### src/rtl/layer_compositor.sv
// Purpose : pick the highest-priority opaque layer per pixel, apply a frame-synchronous
//           global fade and drive the 12-bit VGA pins with matching hsync/vsync delay.
// Latency : 2 cycles from layer_color/hs_in/vs_in/rdn_in to r/g/b/hs/vs; no backpressure (pixel stream).
// Ports   : clk/rst (sync, active-high); layer_color/layer_disp per-layer colour and display flag;
//           hs_in/vs_in/rdn_in raster timing; fade_in_req/fade_out_req one-cycle fade requests;
//           r/g/b/hs/vs VGA outputs; fade_level current brightness 0..16; fade_done endpoint pulse.
module layer_compositor #(
  parameter int          N_LAYERS    = 4,
  parameter logic [15:0] KEY_COLOR   = 16'hffff,
  parameter logic [15:0] BG_COLOR    = 16'h0000,
  parameter int          FADE_FRAMES = 2
) (
  input  logic                  clk,
  input  logic                  rst,
  input  logic [16*N_LAYERS-1:0] layer_color,
  input  logic [N_LAYERS-1:0]   layer_disp,
  input  logic                  hs_in,
  input  logic                  vs_in,
  input  logic                  rdn_in,
  input  logic                  fade_in_req,
  input  logic                  fade_out_req,
  output logic [3:0]            r,
  output logic [3:0]            g,
  output logic [3:0]            b,
  output logic                  hs,
  output logic                  vs,
  output logic [4:0]            fade_level,
  output logic                  fade_done
);

  // Frame counter width; a 1-frame step still needs a 1-bit counter.
  localparam int CW = (FADE_FRAMES > 1) ? $clog2(FADE_FRAMES) : 1;
  localparam logic [CW-1:0] CNT_LAST = CW'(FADE_FRAMES - 1);

  // Only the 4 MSBs of each RGB565 channel reach the pins, so stage 1 keeps just those.
  localparam logic [11:0] BG_C4 = {BG_COLOR[15:12], BG_COLOR[10:7], BG_COLOR[4:1]};

  typedef enum logic [1:0] {
    ST_BLACK,
    ST_FADE_IN,
    ST_SHOW,
    ST_FADE_OUT
  } state_t;

  // ---------------------------------------------------------------------------
  // Stage 1: layer selection
  // ---------------------------------------------------------------------------
  logic [11:0] sel_c4_d;
  logic [11:0] c4_q;
  logic        hs1_q;
  logic        vs1_q;
  logic        rdn1_q;

  // Walk from the lowest priority upward so the lowest opaque index wins.
  always_comb begin
    sel_c4_d = BG_C4;
    for (int i = N_LAYERS - 1; i >= 0; i--) begin
      if (layer_disp[i] && (layer_color[16*i +: 16] != KEY_COLOR)) begin
        sel_c4_d = {layer_color[16*i+12 +: 4], layer_color[16*i+7 +: 4], layer_color[16*i+1 +: 4]};
      end
    end
  end

  always_ff @(posedge clk) begin
    if (rst) begin
      c4_q   <= BG_C4;
      hs1_q  <= 1'b1;
      vs1_q  <= 1'b1;
      rdn1_q <= 1'b1;
    end else begin
      c4_q   <= sel_c4_d;
      hs1_q  <= hs_in;
      vs1_q  <= vs_in;
      rdn1_q <= rdn_in;
    end
  end

  // ---------------------------------------------------------------------------
  // Fade control
  // ---------------------------------------------------------------------------
  state_t        state_q;
  logic [CW-1:0] cnt_q;
  logic [4:0]    fade_level_q;
  logic          fade_done_q;
  logic          vs_prev_q;
  logic          tick;
  logic          fading;

  assign tick   = vs_prev_q & ~vs_in;
  assign fading = (state_q == ST_FADE_IN) || (state_q == ST_FADE_OUT);

  // Requests take precedence over a step landing in the same cycle; fade_out is
  // checked first so it wins when both requests are valid together.
  always_ff @(posedge clk) begin
    if (rst) begin
      state_q      <= ST_SHOW;
      cnt_q        <= '0;
      fade_level_q <= 5'd16;
      fade_done_q  <= 1'b0;
      vs_prev_q    <= 1'b1;
    end else begin
      vs_prev_q   <= vs_in;
      fade_done_q <= 1'b0;
      if (fade_out_req && (state_q == ST_SHOW || state_q == ST_FADE_IN)) begin
        state_q <= ST_FADE_OUT;
        cnt_q   <= '0;
      end else if (fade_in_req && (state_q == ST_BLACK || state_q == ST_FADE_OUT)) begin
        state_q <= ST_FADE_IN;
        cnt_q   <= '0;
      end else if (tick && fading) begin
        if (cnt_q == CNT_LAST) begin
          cnt_q <= '0;
          if (state_q == ST_FADE_IN) begin
            fade_level_q <= fade_level_q + 5'd1;
            if (fade_level_q == 5'd15) begin
              state_q     <= ST_SHOW;
              fade_done_q <= 1'b1;
            end
          end else begin
            fade_level_q <= fade_level_q - 5'd1;
            if (fade_level_q == 5'd1) begin
              state_q     <= ST_BLACK;
              fade_done_q <= 1'b1;
            end
          end
        end else begin
          cnt_q <= cnt_q + CW'(1);
        end
      end
    end
  end

  // ---------------------------------------------------------------------------
  // Stage 2: blanking and brightness scaling
  // ---------------------------------------------------------------------------
  logic [3:0] r_d;
  logic [3:0] g_d;
  logic [3:0] b_d;
  logic [3:0] r_q;
  logic [3:0] g_q;
  logic [3:0] b_q;
  logic       hs_q;
  logic       vs_q;

  // 15*16 = 240 fits in 9 bits; >>4 then truncate keeps level 16 as unity gain.
  always_comb begin
    r_d = 4'(({5'd0, c4_q[11:8]} * {4'd0, fade_level_q}) >> 4);
    g_d = 4'(({5'd0, c4_q[7:4]}  * {4'd0, fade_level_q}) >> 4);
    b_d = 4'(({5'd0, c4_q[3:0]}  * {4'd0, fade_level_q}) >> 4);
  end

  always_ff @(posedge clk) begin
    if (rst) begin
      r_q  <= 4'd0;
      g_q  <= 4'd0;
      b_q  <= 4'd0;
      hs_q <= 1'b1;
      vs_q <= 1'b1;
    end else begin
      hs_q <= hs1_q;
      vs_q <= vs1_q;
      if (rdn1_q) begin
        r_q <= 4'd0;
        g_q <= 4'd0;
        b_q <= 4'd0;
      end else begin
        r_q <= r_d;
        g_q <= g_d;
        b_q <= b_d;
      end
    end
  end

  assign r          = r_q;
  assign g          = g_q;
  assign b          = b_q;
  assign hs         = hs_q;
  assign vs         = vs_q;
  assign fade_level = fade_level_q;
  assign fade_done  = fade_done_q;

endmodule

### config.mk
export PLATFORM = sky130hd
export DESIGN_NAME = layer_compositor
export DESIGN_NICKNAME = d
export VERILOG_FILES = /design/src/rtl/layer_compositor.sv
export SDC_FILE = /design/constraint.sdc
export NUM_CORES = 1
export LEC_CHECK = 0
export ABC_AREA = 1
export CELL_PAD_IN_SITES_DETAIL_PLACEMENT = 0
export CELL_PAD_IN_SITES_GLOBAL_PLACEMENT = 1
export CORE_ASPECT_RATIO = 1.1
export CORE_MARGIN = 2
export CORE_UTILIZATION = 38
export CTS_BUF_LIST = sky130_fd_sc_hd__clkbuf_8
export DETAILED_ROUTE_END_ITERATION = 10
export GPL_TIMING_DRIVEN = 0
export PLACE_DENSITY = 0.87
export SYNTH_ARGS = -nofsm -noshare
export SYNTH_HDL_FRONTEND = slang
export SYNTH_SLANG_ARGS = --single-unit
### constraint.sdc
create_clock -name clk -period 8.87 [get_ports clk]
set_input_delay 1.3305 -clock clk [delete_from_list [all_inputs] [get_ports clk]]
set_output_delay 1.3305 -clock clk [all_outputs]
set_load 0.05 [all_outputs]
Yosys cells after proc, flatten, opt, wreduce, memory -nomap -nowiden
Cells that the tools add are included.
{"block": "classes", "addsub": 3, "n_mul": 3, "div": 0, "magnitude_cmp": 0, "n_eq_ne": 11, "shifts": 0, "mux": 16, "n_bitwise": 6, "reduce_logical": 24}
{"operator": "16-bit inequality test, second input constant", "n": 4}
{"operator": "12-bit 2-to-1 mux", "n": 4}
{"operator": "4-bit by 5-bit multiplier with 8-bit output", "n": 3}
{"operator": "2-bit 2-to-1 mux", "n": 6}
{"operator": "4-bit AND reduction", "n": 3}
{"operator": "3-bit nonzero test", "n": 3}
{"operator": "1-bit logical AND", "n": 7}
{"operator": "5-bit by 1-bit adder with 5-bit output, second input constant", "n": 1}
{"operator": "5-bit by 1-bit == test with 1-bit output, second input constant", "n": 1}
{"operator": "5-bit by 4-bit == test with 1-bit output, second input constant", "n": 1}
{"operator": "1-bit 2-to-1 mux", "n": 5}
{"operator": "5-bit 2-to-1 mux", "n": 1}
{"operator": "1-bit NOT", "n": 5}
{"operator": "5-bit OR reduction", "n": 1}
{"operator": "5-bit by 1-bit subtractor with 5-bit output, second input constant", "n": 1}
{"operator": "2-bit == test, second input constant", "n": 2}
{"operator": "4-bit by 1-bit inequality test with 1-bit output, second input constant", "n": 1}
{"operator": "2-bit nonzero test", "n": 2}
{"operator": "4-bit nonzero test", "n": 1}
{"operator": "2-bit OR reduction", "n": 2}
{"operator": "1-bit logical OR", "n": 3}
{"operator": "3-bit by 1-bit inequality test with 1-bit output, second input constant", "n": 1}
{"operator": "3-bit OR reduction", "n": 1}
{"operator": "2-bit by 1-bit == test with 1-bit output, second input constant", "n": 1}
{"operator": "3 further kinds", "n": 3}
{"block": "word_totals", "reg_bits": 38, "latch_bits": 0, "mem_bits_rw": 0, "romBits": 0, "in_bits": 75, "out_inout_bits": 20, "wordCells": 77, "n_memories": 0}

Logic depth before layout (Yosys ltp)
{"block": "depth", "ltp_word": 7, "ltp_mapped": 16, "ltp_nobuf": 14}

Least setup slack after synthesis
Ideal clock, no wire load.
{"block": "synth_timing", "path_kind": "register -> register", "startpoint": "register fade_level_q[2], in the netlist fade_level[2]", "endpoint": "register g_q[2], in the netlist g[2]", "setup_ns": 0.113, "arrival_ns": 3.160, "t_required_ns": 8.757, "slack_ns": 5.597, "stages_incl_launch_ff": 17, "path_buffers": 2, "period_less_slack_ns": 3.273, "path_cell_list": "dfxtp_1 clkbuf_2 clkbuf_1 nand2_1 fa_1 inv_1 fa_1 ha_1 nand4_1 o21bai_2 nand2_1 nand2_1 nand2_1 nand2_1 nand2_1 nand2_1 nor2_1"}
{"block": "synth_between", "elab_chain_cells": 1}
{"item": "from (decl)", "line": "83", "text": "logic [4:0] fade_level_q;"}
{"item": "from (signal assigned)", "line": "114", "text": "fade_level_q <= fade_level_q + 5'd1;"}
{"item": "from (signal assigned)", "line": "120", "text": "fade_level_q <= fade_level_q - 5'd1;"}
{"item": "4-bit by 5-bit multiplier with 8-bit output", "line": "148", "text": "g_d = 4'(({5'd0, c4_q[7:4]} * {4'd0, fade_level_q}) >> 4);"}
{"item": "to (signal assigned)", "line": "168", "text": "g_q <= g_d;"}
{"item": "to (decl)", "line": "140", "text": "logic [3:0] g_q;"}
No other way between the ends.
A chain may end at the register's enable or synchronous reset.

Final worst setup path
{"block": "layout_timing", "startpoint": "register fade_level_q[2], in the netlist fade_level[2]", "endpoint": "register r_q[2], in the netlist r[2]"}
{"block": "layout_between", "elab_chain_cells": 1}
{"item": "4-bit by 5-bit multiplier with 8-bit output", "line": "147", "text": "r_d = 4'(({5'd0, c4_q[11:8]} * {4'd0, fade_level_q}) >> 4);"}
{"item": "to (signal assigned)", "line": "167", "text": "r_q <= r_d;"}
{"item": "to (decl)", "line": "139", "text": "logic [3:0] r_q;"}
No other way between the ends.

==> run_results.csv <==
group,metric,value,unit
timing,drv_slew,0,
timing,period_needed,3.27,ns
clock_tree,ctsHoldBuffers,0,
logic_synthesis,postSynthRegisterBits,38,
timing,setup-tns-final,0,ns
global_routing,antenna_found_initial,0,
final_layout,area_delta_synth_final,35.3,%
clock_tree,clockRootBuffer,"clkbuf_8",
logic_synthesis,synth-async-reset-ratio,0,%
floorplanning,io_pins,95,
timing,relSlewSlack,66.2,%
detailed_routing,wl,8430,um
worst_setup_path,end_kind,"flop",
logic_synthesis,synth_nets,621,
clock_tree,clock_sinks,38,
worst_setup_path,slowest_stage,"fa_1",
floorplanning,start_util,39.0,%
floorplanning,die-area,9880,um^2
logic_synthesis,synth.avg_cell_area,6.94,um^2
timing,setup_viol,0,
clock_tree,cts.reportedPaths.clkPinSlew,0.09,ns
final_layout,nNetsFinal,722,
clock_tree,cts_buffers,5,
pwr,pwr_density_cell,101,nW/um^2
global_routing,grt-ovfl-total,0,
clock_tree,post_cts_resized,0,
clock_tree,clock_latency,0.30,ns
detailed_routing,drc,0,
detailed_routing,drt_first_pass_iters,4,
timing,hold_viol,0,
clock_tree,cts_htree_levels,2,
clock_tree,cts_setup_buffers,0,
final_layout,fillers,868,
placement,place_congestion,0.817,
floorplanning,die_h,104,um
floorplanning,rows,36,
global_routing,first_global_vias,3391,
global_routing,grt.total_usage,18.0,%
logic_synthesis,synth_area,3460,um^2
worst_setup_path,setup.worst_path.start_class,"flop",
global_routing,grt_pass1_wl,14600,um
clock_tree,cts_buffer_depth,2,
logic_synthesis,syn_inst,498,
worst_setup_path,r2r_slack,5.60,ns
detailed_routing,drt_iter0_drc,125,
clock_tree,cts_tree,"yes",
worst_setup_path,worstPathRequired,9.05,ns
flow_run,drv_cap,0,
detailed_routing,drt.antenna.violating_nets,0,
logic_synthesis,yosysUniqueCellTypes,35,
final_layout,final_core_util,52.7,%
timing,clock_skew,0.0179,ns
placement,io_buffers,94,
placement,dpl.hpwl,7170,um
final_layout,layout_common_cells,"nand2_1 (136), clkdlybuf4s50_1 (94), inv_1 (86)",
worst_setup_path,arrival,3.45,ns
hold_path,hold_path.class,"reg2reg",
floorplanning,core_area,8870,um^2
timing,max_freq,306,MHz
timing,tightest_slew,0.506,ns
detailed_routing,post_drt_wl_per_cell,11.8,um
worst_setup_path,crit_path_max_incr_delay,0.50,ns
logic_synthesis,yosysSeqAreaShare,22.0,%
logic_synthesis,synth_edf_count,0,
detailed_routing,viasPerCell,4.76,
floorplanning,die_w,95.0,um
final_layout,drive_gt1_share,8.50,%
worst_setup_path,worst-path-buf-inv,3,
timing,rsz0062_at_grt,"false",
pwr,ir_drop,0.0000614,V
detailed_routing,dr_total_vias,3402,
worst_setup_path,path_cells,"clkbuf_2 > clkbuf_1 > nand2_1 > fa_1 > inv_1 > fa_1 > ha_1 > nand4_1 > o21bai_2 > nand2_1 > nand2_1 > nand2_1 > nand2_1 > nand2_1 > nand2_1 > nor2_1",
final_layout,diodes,0,
run_status,status,"complete, no violations",
worst_setup_path,cp_top_family,"adder cells",
worst_setup_path,cp_max_fo,10,
logic_synthesis,synth_warnings,0,
final_layout,final_common_cell,"nand2_1",
logic_synthesis,synth-main-ff-cell,"dfxtp_1",
timing,finalCritPeriodShare,36.9,%
worst_setup_path,path_common_cell,"nand2_1",
pwr,p_leak,2.39,nW
global_routing,grt_start_max_net_pins,14,
worst_setup_path,crit_type,"reg2reg",
## cells in the mapped netlist (2+ instances only)
library cell  count  area, um^2
o211ai_2          2        25.0
inv_1            86         323
fa_1             15         300
ha_1             33         413
a21oi_1          21         105
clkbuf_1          2        7.51
clkbuf_2          2        10.0
nor2_2            2        12.5
nand3_1          19        95.1
xnor2_1           7        61.3
nand4_1          18         113
buf_4             6        45.0
dfxtp_1          38         761
buf_2             3        15.0
o211ai_1         13        97.6
nor2_1           31         116
xor2_1            2        17.5
o21ai_1           6        30.0
nand3b_1          4        30.0
o21bai_2          3        33.8
or2_2             4        25.0
buf_6             3        33.8
a21oi_2          10        87.6
nand2_2           4        25.0
o21ai_0          19        95.1
nand2_1         136         510
## area by class of cell
cell class	instances	area (um^2)	share of cell area [%]
buffer	17	115	2.46
tap	114	143	3.05
clock buffer	5	68.8	1.47
sequential	38	761	16.3
timing repair buffer	94	941	20.1
inverter	87	327	6.98
clock inverter	3	68.8	1.47
multi-input combinational	356	2260	48.2
## flip-flops by register name, indices dropped and copies added, names as in the netlist
| name | flops |
|---|---|
| r | 4 |
| g | 4 |
| state_q | 2 |
| vs_prev_q | 1 |
| vs | 1 |
| hs1_q | 1 |
| hs | 1 |
| b | 4 |
| rdn1_q | 1 |
| fade_done | 1 |
| c4_q | 12 |
| cnt_q | 1 |
| fade_level | 5 |
## through the flow
step	power [W]	setup slack, ns	area [um^2]	cells	hold WS, ns
after floorplan	0.000246	5.60	3460	498	0.389
after global placement	0.000299	5.68	4540	706	0.392
after detailed placement	0.000300	5.67	4540	706	0.397
after CTS	0.000479	5.64	4680	714	0.423
after global routing	0.000497	5.28	4680	714	0.433
final	0.000473	5.60	4680	714	0.419
## worst register-to-register path: stages, from the launching register on
cell and delay (ns):
dfxtp_1 0.34, clkbuf_2 0.19, clkbuf_1 0.41, nand2_1 0.13, fa_1 0.50, inv_1 0.06, fa_1 0.49, ha_1 0.32
nand4_1 0.11, o21bai_2 0.18, nand2_1 0.08, nand2_1 0.10, nand2_1 0.06, nand2_1 0.07, nand2_1 0.05, nand2_1 0.06
nor2_1 0.04
## where the power goes
part / internal [W] / switching, W / total, W
registers: 0.000179 / 0.00000824 / 0.000187
logic: 0.0000564 / 0.0000525 / 0.000109
clock network: 0.000113 / 0.0000643 / 0.000177
## path summary, 6_finish.rpt
path,cells past startpoint,from,to
setup / recovery,16,fade_level[2]$_SDFFE_PP0P_,r[2]$_SDFF_PP0_
hold / removal,1,hs1_q$_SDFF_PP1_,hs$_SDFF_PP1_
setup reg to reg,16,fade_level[2]$_SDFFE_PP0P_,r[2]$_SDFF_PP0_
hold reg to reg,1,hs1_q$_SDFF_PP1_,hs$_SDFF_PP1_
## logic make-up after synthesis
logic type / count (synthesis) / share of synthesized area, %
flip-flops: 38 / 22.0
buffers and inverters: 104 / 12.8
XOR/XNOR: 9 / 2.28
AO/OA/AOI/OAI: 77 / 14.4
AND/OR/NAND/NOR: 222 / 28.0
adder cells (fa/ha/maj): 48 / 20.6
## metal layers
metal	vias up	share of wire (%)	track usage, %
met5	-	0	0
met4	0	0.75	3.00
met3	6	4.0	2.54
met2	80	49	32.2
met1	1526	46	22.9
li1	1790	-	-
Power figures use the tool's default switching activity.
